===== src/rtl/divide_unit.sv =====
// Multi-cycle restoring divider implementing RISC-V M DIV/DIVU/REM/REMU semantics.
// Ports: clk, reset (async high), start/kill control, A/B/Sel operands, S result, busy, done pulse.
module divide_unit #(
   parameter int size = 32
) (
   input  logic            clk,
   input  logic            reset,
   input  logic            start,
   input  logic            kill,
   input  logic [size-1:0] A,
   input  logic [size-1:0] B,
   input  logic [1:0]      Sel,
   output logic [size-1:0] S,
   output logic            busy,
   output logic            done
);

   localparam int CW = $clog2(size + 1);

   typedef enum logic [1:0] {
      IDLE   = 2'd0,
      DIVIDE = 2'd1,
      FIX    = 2'd2,
      DONE   = 2'd3
   } state_t;

   state_t          state_q, state_d;
   logic [CW-1:0]   cnt_q, cnt_d;
   logic [size-1:0] rem_q, rem_d;
   logic [size-1:0] quot_q, quot_d;
   logic [size-1:0] dvsr_q, dvsr_d;
   logic [1:0]      sel_q, sel_d;
   logic            qneg_q, qneg_d;
   logic            rneg_q, rneg_d;
   logic [size-1:0] s_q, s_d;
   logic            busy_q, busy_d;
   logic            done_q, done_d;

   logic            sgn_op;
   logic            a_min, b_ones;
   logic [size:0]   shifted;
   logic [size+1:0] diff;
   logic [size-1:0] q_fix, r_fix;

   always_comb begin
      state_d = state_q;
      cnt_d   = cnt_q;
      rem_d   = rem_q;
      quot_d  = quot_q;
      dvsr_d  = dvsr_q;
      sel_d   = sel_q;
      qneg_d  = qneg_q;
      rneg_d  = rneg_q;
      s_d     = s_q;

      sgn_op  = ~Sel[0];
      a_min   = (A == {1'b1, {(size-1){1'b0}}});
      b_ones  = (B == {size{1'b1}});

      // Partial remainder extended by the next dividend bit; a clear
      // top bit of the difference means the trial subtract succeeded.
      shifted = {rem_q, quot_q[size-1]};
      diff    = {1'b0, shifted} - {2'b00, dvsr_q};

      q_fix   = qneg_q ? -quot_q : quot_q;
      r_fix   = rneg_q ? -rem_q  : rem_q;

      if (kill) begin
         state_d = IDLE;
      end else begin
         case (state_q)
            IDLE, DONE: begin
               state_d = IDLE;
               if (start) begin
                  sel_d = Sel;
                  if (B == '0) begin
                     s_d     = Sel[1] ? A : {size{1'b1}};
                     state_d = DONE;
                  end else if (sgn_op && a_min && b_ones) begin
                     s_d     = Sel[1] ? '0 : A;
                     state_d = DONE;
                  end else begin
                     rem_d   = '0;
                     quot_d  = (sgn_op && A[size-1]) ? -A : A;
                     dvsr_d  = (sgn_op && B[size-1]) ? -B : B;
                     qneg_d  = sgn_op && (A[size-1] ^ B[size-1]);
                     rneg_d  = sgn_op && A[size-1];
                     cnt_d   = CW'(size);
                     state_d = DIVIDE;
                  end
               end
            end
            DIVIDE: begin
               if (!diff[size+1]) begin
                  rem_d  = diff[size-1:0];
                  quot_d = {quot_q[size-2:0], 1'b1};
               end else begin
                  rem_d  = shifted[size-1:0];
                  quot_d = {quot_q[size-2:0], 1'b0};
               end
               cnt_d = cnt_q - CW'(1);
               if (cnt_q == CW'(1)) begin
                  state_d = FIX;
               end
            end
            FIX: begin
               s_d     = sel_q[1] ? r_fix : q_fix;
               state_d = DONE;
            end
            default: state_d = IDLE;
         endcase
      end

      busy_d = (state_d == DIVIDE) || (state_d == FIX);
      done_d = (state_d == DONE);
   end

   always_ff @(posedge clk or posedge reset) begin
      if (reset) begin
         state_q <= IDLE;
         cnt_q   <= '0;
         rem_q   <= '0;
         quot_q  <= '0;
         dvsr_q  <= '0;
         sel_q   <= '0;
         qneg_q  <= 1'b0;
         rneg_q  <= 1'b0;
         s_q     <= '0;
         busy_q  <= 1'b0;
         done_q  <= 1'b0;
      end else begin
         state_q <= state_d;
         cnt_q   <= cnt_d;
         rem_q   <= rem_d;
         quot_q  <= quot_d;
         dvsr_q  <= dvsr_d;
         sel_q   <= sel_d;
         qneg_q  <= qneg_d;
         rneg_q  <= rneg_d;
         s_q     <= s_d;
         busy_q  <= busy_d;
         done_q  <= done_d;
      end
   end

   assign S    = s_q;
   assign busy = busy_q;
   assign done = done_q;

endmodule


===== config.mk =====
export PLATFORM = sky130hd
export DESIGN_NAME = divide_unit
export DESIGN_NICKNAME = d
export VERILOG_FILES = /design/src/rtl/divide_unit.sv
export SDC_FILE = /design/constraint.sdc
export NUM_CORES = 1
export LEC_CHECK = 0
export BUFFER_PORTS_ARGS = -buffer_cell sky130_fd_sc_hd__buf_2
export CAP_MARGIN = 20
export CORE_MARGIN = 4
export CORE_UTILIZATION = 60
export DETAILED_ROUTE_END_ITERATION = 7
export GPL_TIMING_DRIVEN = 0
export PLACE_DENSITY = 0.8
export SYNTH_ARGS = -nofsm -noshare
export SYNTH_HDL_FRONTEND = slang
export SYNTH_SLANG_ARGS = --single-unit

===== constraint.sdc =====
create_clock -name clk -period 4.9 [get_ports clk]
set_input_delay 0.49 -clock clk [delete_from_list [all_inputs] [get_ports clk]]
set_output_delay 0.49 -clock clk [all_outputs]
set_load 0.005 [all_outputs]

==> results of run 1 <==
## area by class of cell
| type | instances | area, um^2 |
|---|---|---|
| tap | 229 | 286.5 |
| buffer | 85 | 332.8 |
| clock buffer | 19 | 442.9 |
| inverter | 59 | 226.5 |
| sequential | 141 | 3528 |
| fill | 1518 | 5474 |
| clock inverter | 13 | 211.5 |
| multi-input combinational | 1150 | 7107 |
| timing repair buffer | 103 | 538.0 |
## registers in the layout (all words and copies together) (netlist names)
signal and cells:
sel_q 1, dvsr_q 32, cnt_q 6, rneg_q 1, S 32, rem_q 32, done 1, busy 1
qneg_q 1, state_q 2, quot_q 32
## critical path: stages, from the launching register on
cell and delay, ns:
dfrtp_1 0.45, ha_1 0.39, a211oi_1 0.34, o21ai_0 0.16
a21oi_1 0.28, o211ai_1 0.27, o21ai_1 0.47, o311a_1 0.35
clkbuf_1 0.36, buf_1 0.49, nand3_1 0.16, o311ai_0 0.14
## power by group through the flow
stage	combinational (mW)	clock [mW]	sequential [mW]
global route	1.16	1.52	1.44
floorplan	0.707	0	1.41
global placement	0.995	0	1.43
finish	1.05	1.46	1.43
detailed placement	1.02	0	1.44
CTS	1.03	1.46	1.42
## logic make-up (layout without fill, tap and decap cells)
logic type | Yosys count | in the layout | share of synthesized area (%)
adders and majority gates | 43 | 43 | 4.875
and+or+nand+nor | 498 | 498 | 20.76
xor gates and xnor gates | 139 | 139 | 10.88
muxes | 15 | 15 | 1.364
buffers and inverters | 144 | 279 | 4.954
AOI/OAI and AO/OA | 455 | 455 | 25.63
DFF | 141 | 141 | 31.53
## metal layers
metal | global-route usage [%] | vias up | wire, um | part of all wire, %
met4 | 18.90 | 0 | 2255 | 5.9
met3 | 6.250 | 153 | 3265 | 8.5
met2 | 62.64 | 682 | 18320 | 48
met5 | 0 | - | 0 | 0
li1 | - | 5413 | - | -
met1 | 45.36 | 5385 | 14530 | 38
## cells in the mapped netlist (3+ instances only)
cell | instances | area share [%]
o311ai_0 | 20 | 1.6
nand2b_1 | 10 | 0.56
a21o_1 | 14 | 0.94
o41ai_1 | 18 | 1.4
xor2_1 | 64 | 5.0
mux2i_1 | 13 | 1.2
nand4_1 | 15 | 0.84
o31ai_1 | 39 | 2.6
nor2_1 | 148 | 5.0
or2_2 | 10 | 0.56
nor4_1 | 12 | 0.67
buf_1 | 14 | 0.47
nor2b_1 | 11 | 0.62
and2_1 | 3 | 0.17
or3_1 | 15 | 0.84
nor3_1 | 28 | 1.3
o221ai_1 | 3 | 0.23
inv_1 | 59 | 2.0
a41oi_1 | 3 | 0.23
and3_1 | 6 | 0.34
o21bai_1 | 3 | 0.20
xnor2_1 | 75 | 5.9
a211oi_1 | 16 | 1.1
dfrtp_1 | 141 | 32
or4_1 | 10 | 0.67
clkbuf_1 | 60 | 2.0
a21oi_1 | 120 | 5.4
a32oi_1 | 4 | 0.31
ha_1 | 42 | 4.7
a31oi_1 | 11 | 0.62
nand2_1 | 164 | 5.5
o31a_1 | 3 | 0.23
o21ai_0 | 141 | 6.3
o211ai_1 | 19 | 1.3
o21a_1 | 11 | 0.74
buf_2 | 11 | 0.49
o21ai_1 | 3 | 0.13
nand3_1 | 45 | 2.0
## stage by stage
step                power, mW  setup TNS [ns]  util (%)
floorplan               2.117               0         -
global placement        2.429         -129.56     66.02
detailed placement      2.457               0     66.23
CTS                     3.906               0     69.84
global route            4.126               0     69.84
finish                  3.935               0     69.84
## path summary, 6_finish.rpt
path | endpoint | depth (start not counted)
max | rem_q[2] | 11
min | quot_q[21] | 2
max reg2reg | rem_q[2] | 11
min reg2reg | S[16] | 1
max in group asynchronous | dvsr_q[1] | 3
min in group clk | dvsr_q[19] | 3
## placed cells by master (no fill, tap or decap), types with 5 or more instances in the layout
cell type / instances
nand4_1: 15
o21a_1: 11
dfrtp_1: 141
clkbuf_1: 61
o31ai_1: 39
o41ai_1: 18
o211ai_1: 19
buf_1: 14
mux2i_1: 13
bufinv_16: 5
nor4_1: 12
and3_1: 6
a31oi_1: 11
inv_1: 58
buf_2: 113
nor2_1: 148
a21oi_1: 120
o311ai_0: 20
nand2_1: 164
xnor2_1: 75
xor2_1: 64
nand2b_1: 10
nor2b_1: 11
clkbuf_16: 17
or3_1: 15
or2_2: 10
nor3_1: 28
nand3_1: 45
ha_1: 42
a211oi_1: 16
o21ai_0: 141
a21o_1: 14
or4_1: 10
==> results by group, run 1 <==
Floorplan
  • Starting density of the core: 61.66%
  • Core area: 18150 um^2
  • Area of the die: 20900 um^2
  • Ports: 104
  • Die width: 144.6 um
  • Vert. Die Dim: 144.6 um
  • Cell Rows: 49

Timing
  • Final Hold Fails: 0
  • F_max: 0.2507 GHz
  • PnR worst setup slack: 0.9111 ns
  • Setup Skew: 0.009419 ns
  • Max Slew Vio Count: 0
  • Worst-Margin Slew: 0.8688 ns
  • Slew HR: 41.54%
  • Endpoints failing setup: 0
  • Hold WS: 0.08307 ns
  • Unrepaired setup endpoints after global routing: no
  • Crit share post-route: 81.41%
  • Minimum clock period: 3.989 ns

Clock tree
  • Setup Buffers After CTS: 0
  • Hold-fix buffers at CTS: 0
  • CTS tree: yes
  • Root Driver: clkbuf_16
  • Clk_lat worst skew: 0.43 ns
  • Clk sinks: 141
  • CTS buffer count: 17
  • CTS H-tree depth: 4
  • Cts repair resizes: 0
  • Clock transition at path regs: 0.06 ns
  • Clk buf depth: 2

Pwr
  • Leak pwr: 5.511 nW
  • Clock power frac: 37.0%
  • Sw Share: 33.76%
  • Pint: 2.606 mW
  • VDD IR max: 0.2266 mV
  • Net Switching: 1.328 mW
  • Comb power frac: 26.7%
  • Cell Pwr Density: 310.5 nW/um^2
  • Sequential power share: 36.3%

Detailed routing
  • Vias per Instance: 6.466
  • DRT iter0 DRCs: 1280
  • Antenna Violating Nets Remaining: 0
  • DR DRC count: 0
  • Pre-Repair DR Iteration Count: 5
  • Via Count: 11630
  • Routed WL: 38.38 mm
  • Routed wire per std cell: 21.33 um

Worst setup path
  • CP Class: flop to flop
  • Crit-path max FO: 10
  • R2r setup slk: 0.91 ns
  • Data required time of the critical path: 5.20 ns
  • Worst EP arrival: 4.29 ns
  • R2r startpoint: rem_q[5]
  • Critical path startpoint category: flop
  • Worst Setup SP: rem_q[5]
  • CP Capture Type: flop

Final layout
  • Share of cells above drive strength 1: 11.21%
  • Fin area: 12670 um^2
  • Layout area overhead: 13.26%
  • Non-Filler Instances: 1799
  • Total Nets Final: 1670
  • # diodes: 0

Placed design
  • Port Buffer Count: 101
  • DP Area: 12020 um^2
  • Final GP Congestion: 1.060
  • Detailed Place HPWL: 29.63 mm
  • Setup WS pre-CTS: 0.6053 ns
  • Dpl cells: 1767

Yosys
  • Ys Warns: 0
  • Syn_area_per_cell: 7.798 um^2
  • Distinct cells, synth: 76
  • Synth Net Count: 1548
  • Post-synth top flop: dfrtp_1
  • Synth Instances: 1435
  • Cell Area, Synth: 11190 um^2
  • EDFF count, synth: 0
  • Register area share after synthesis: 31.53%
  • Synth Register Bits: 141
  • Ys async rst share: 100.0%

Global routing
  • Vias in the first global route: 10980
  • Global route overflow: 0
  • First-pass GRT wire length: 59.53 mm
  • Total GRT Usage: 36.98%
  • Pin count of the biggest net entering global routing: 99
  • Initial antenna violation count: 0

Min path
  • Worst Hold Class: input port to asynchronous set/reset pin

Flow run
  • Max Cap Violations: 0

Run status
  • Status: completed
No activity file was read; power rests on OpenSTA's default activity.
==> inputs of run 2 (changes only) <==
clock period = 4.15 ns   (was 4.9 ns; I/O delays follow)
==> run 2 against run 1 <==
Effect of this change:
- cell area about the same
- global-route usage shrank 0.11 points
- hold slack better by 0.24 ns
- setup slack lost 0.72 ns
- sequential power grew 18%
- critical path depth rose by 1
- critical endpoint is now S[30]
- largest power group is now sequential cells
==> results by group, run 2 (same netlist as run 1, synthesis figures left out) <==
Global routing
  • Initial antenna violation count: 0 (unchanged)
  • Total GRT Usage: 36.88% (-0.11 points)
  • Pin count of the biggest net entering global routing: 37 (-63%)
  • Met2 Resource Use GR: 61.18% (-1.5 points)
  • Vias in the first global route: 11160 (+1.7%)
  • First-pass GRT wire length: 59.58 mm (about the same)
  • Most used routing layer: met2
  • Met1 global-route usage: 45.27% (-0.086 points)
  • Global route overflow: 0 (unchanged)
  • Met3 global-route usage: 6.349% (+0.099 points)

Detailed routing
  • DR DRC count: 0 (unchanged)
  • Routed wire per std cell: 21.29 um (-0.22%)
  • Pre-Repair DR Iteration Count: 7 (+2)
  • DRT iter0 DRCs: 1296 (+1.3%)
  • Vias per Instance: 6.463 (about the same)
  • Antenna Violating Nets Remaining: 0 (unchanged)
  • Routed WL: 38.34 mm (-0.10%)
  • Via Count: 11640 (+0.052%)

Timing
  • Final Hold Fails: 0 (unchanged)
  • Slew HR: 38.77% (-2.8 points)
  • Crit share post-route: 95.47%
  • Unrepaired setup endpoints after global routing: no
  • Max Slew Vio Count: 0 (unchanged)
  • F_max: 0.2524 GHz
  • Worst-Margin Slew: 0.9100 ns (+0.04121 ns)
  • Setup Skew: 0.01088 ns (+0.001465 ns)
  • PnR worst setup slack: 0.1881 ns (-0.7231 ns)
  • Minimum clock period: 3.962 ns
  • Endpoints failing setup: 0 (unchanged)
  • Hold WS: 0.3258 ns (+0.2428 ns)

Final layout
  • Most common cell after layout, fill and taps aside: nand2_1
  • Layout area overhead: 13.16% (about the same)
  • Fin util: 69.77% (about the same)
  • Fin area: 12660 um^2 (about the same)
  • Total Nets Final: 1674 (+0.24%)
  • Most frequent cells in the layout: 164 x nand2_1, 148 x nor2_1, 141 x dfrtp_1, 141 x o21ai_0, 120 x a21oi_1
  • Share of cells above drive strength 1: 11.32% (+0.11 points)
  • # diodes: 0 (unchanged)

Clock tree
  • Clk buf depth: 2 (unchanged)
  • CTS buffer count: 17 (unchanged)
  • CTS tree: yes
  • CTS H-tree depth: 4 (unchanged)
  • Clk_lat worst skew: 0.43 ns (about the same)
  • Clock transition at path regs: 0.06 ns (about the same)
  • Root Driver: clkbuf_16
  • Clk sinks: 141 (unchanged)

Floorplan
  • Vert. Die Dim: 144.6 um (unchanged)
  • Area of the die: 20900 um^2 (unchanged)
  • Starting density of the core: 61.66% (unchanged)
  • Ports: 104 (unchanged)
  • Die width: 144.6 um (unchanged)
  • Core area: 18150 um^2 (unchanged)
  • Cell Rows: 49 (unchanged)

Worst setup path
  • Critical path startpoint category: input port
  • Worst EP arrival: 4.31 ns (+0.02 ns)
  • Crit-path max FO: 10 (unchanged)
  • Data required time of the critical path: 4.50 ns (-0.70 ns)
  • CP Capture Type: flop
  • CP Class: input port to flop

Run status
  • Status: completed

Pwr
  • Cell Pwr Density: 352.8 nW/um^2 (+14%)
  • Leak pwr: 5.503 nW (-0.15%)
  • Total power: 4.467 mW (+14%)
  • VDD IR max: 0.2784 mV (+23%)

Flow run
  • Max Cap Violations: 0 (unchanged)

Placed design
  • Setup WS pre-CTS: -0.04654 ns (-0.6519 ns)
  • Port Buffer Count: 101 (unchanged)
  • Detailed Place HPWL: 29.83 mm (+0.66%)
  • DP Area: 12070 um^2 (+0.43%)
  • Final GP Congestion: 1.081 (+2.0%)

Min path
  • Worst Hold Class: input port to flop
==> run 2: changes by cell type in the layout (fill, tap and decap cells not counted), sizes merged <==
cell         change
clkinvlp         +1
dlygate4sd3      +1
inv              -4
clkinv           +4
bufinv           -2
buf              +3
clkbuf           -1
==> run 2: through the flow <==
| stage | instances | TNS, ns |
|---|---|---|
| after CTS | 1801 | 0 |
| after global placement | 1765 | -0.01683 |
| after floorplan | 1435 | 0 |
| final | 1801 | 0 |
| after detailed placement | 1770 | -0.3019 |
| after global routing | 1801 | 0 |
==> run 2: worst max-delay path, cell delays in order <==
cell	delay [ns]
buf_2	0.15
inv_1	0.07
ha_1	0.21
or3b_2	0.49
nor4_2	0.78
nand4b_1	0.35
o32a_1	0.32
or2_1	0.31
a21oi_1	0.29
clkbuf_1	0.55
nand3_1	0.25
o21ai_0	0.13
==> run 2: repair_timing <==
item,CTS,global route
setup endpoints to repair,0,5
buffers inserted,0,0
gates resized for setup,0,1
hold buffers,1,0
hold endpoints to repair,6,0
==> run 2: path summary, 6_finish.rpt <==
check	start	to	slack (ns)	cells past startpoint
setup reg to reg	rem_q[5]	rem_q[0]	0.40	11
hold / removal	Sel[1]	sel_q[1]	0.33	2
min in group asynchronous	reset	S[24]	0.53	3
max in group asynchronous	reset	rem_q[1]	2.64	6
hold reg to reg	dvsr_q[25]	dvsr_q[25]	0.48	2
setup / recovery	A[0]	S[30]	0.19	12
==> run 2: cell type report <==
| cell class | instances | area (um^2) |
|---|---|---|
| Tap cell | 229 | 286.5 |
| Inverter | 59 | 225.2 |
| Clock buffer | 18 | 429.2 |
| Sequential cell | 141 | 3528 |
| Clock inverter | 12 | 148.9 |
| Timing Repair Buffer | 107 | 600.6 |
| Fill cell | 1546 | 5485 |
| Buffer | 85 | 332.8 |
| Multi-Input combinational cell | 1150 | 7111 |
==> run 2: where the power goes <==
part           total [mW]  internal, mW  leakage [nW]  switching (mW)
logic                1.24         0.461          3.44           0.779
registers            1.69          1.53          1.78           0.152
clock network        1.54         0.934         0.285           0.608
total                4.47          2.93          5.50            1.54
==> run 2: routing by layer <==
layer,routed length (um),part of all wire [%]
met5,0,0
met4,2314,6.0
met3,3135,8.2
met2,18060,47
met1,14820,39
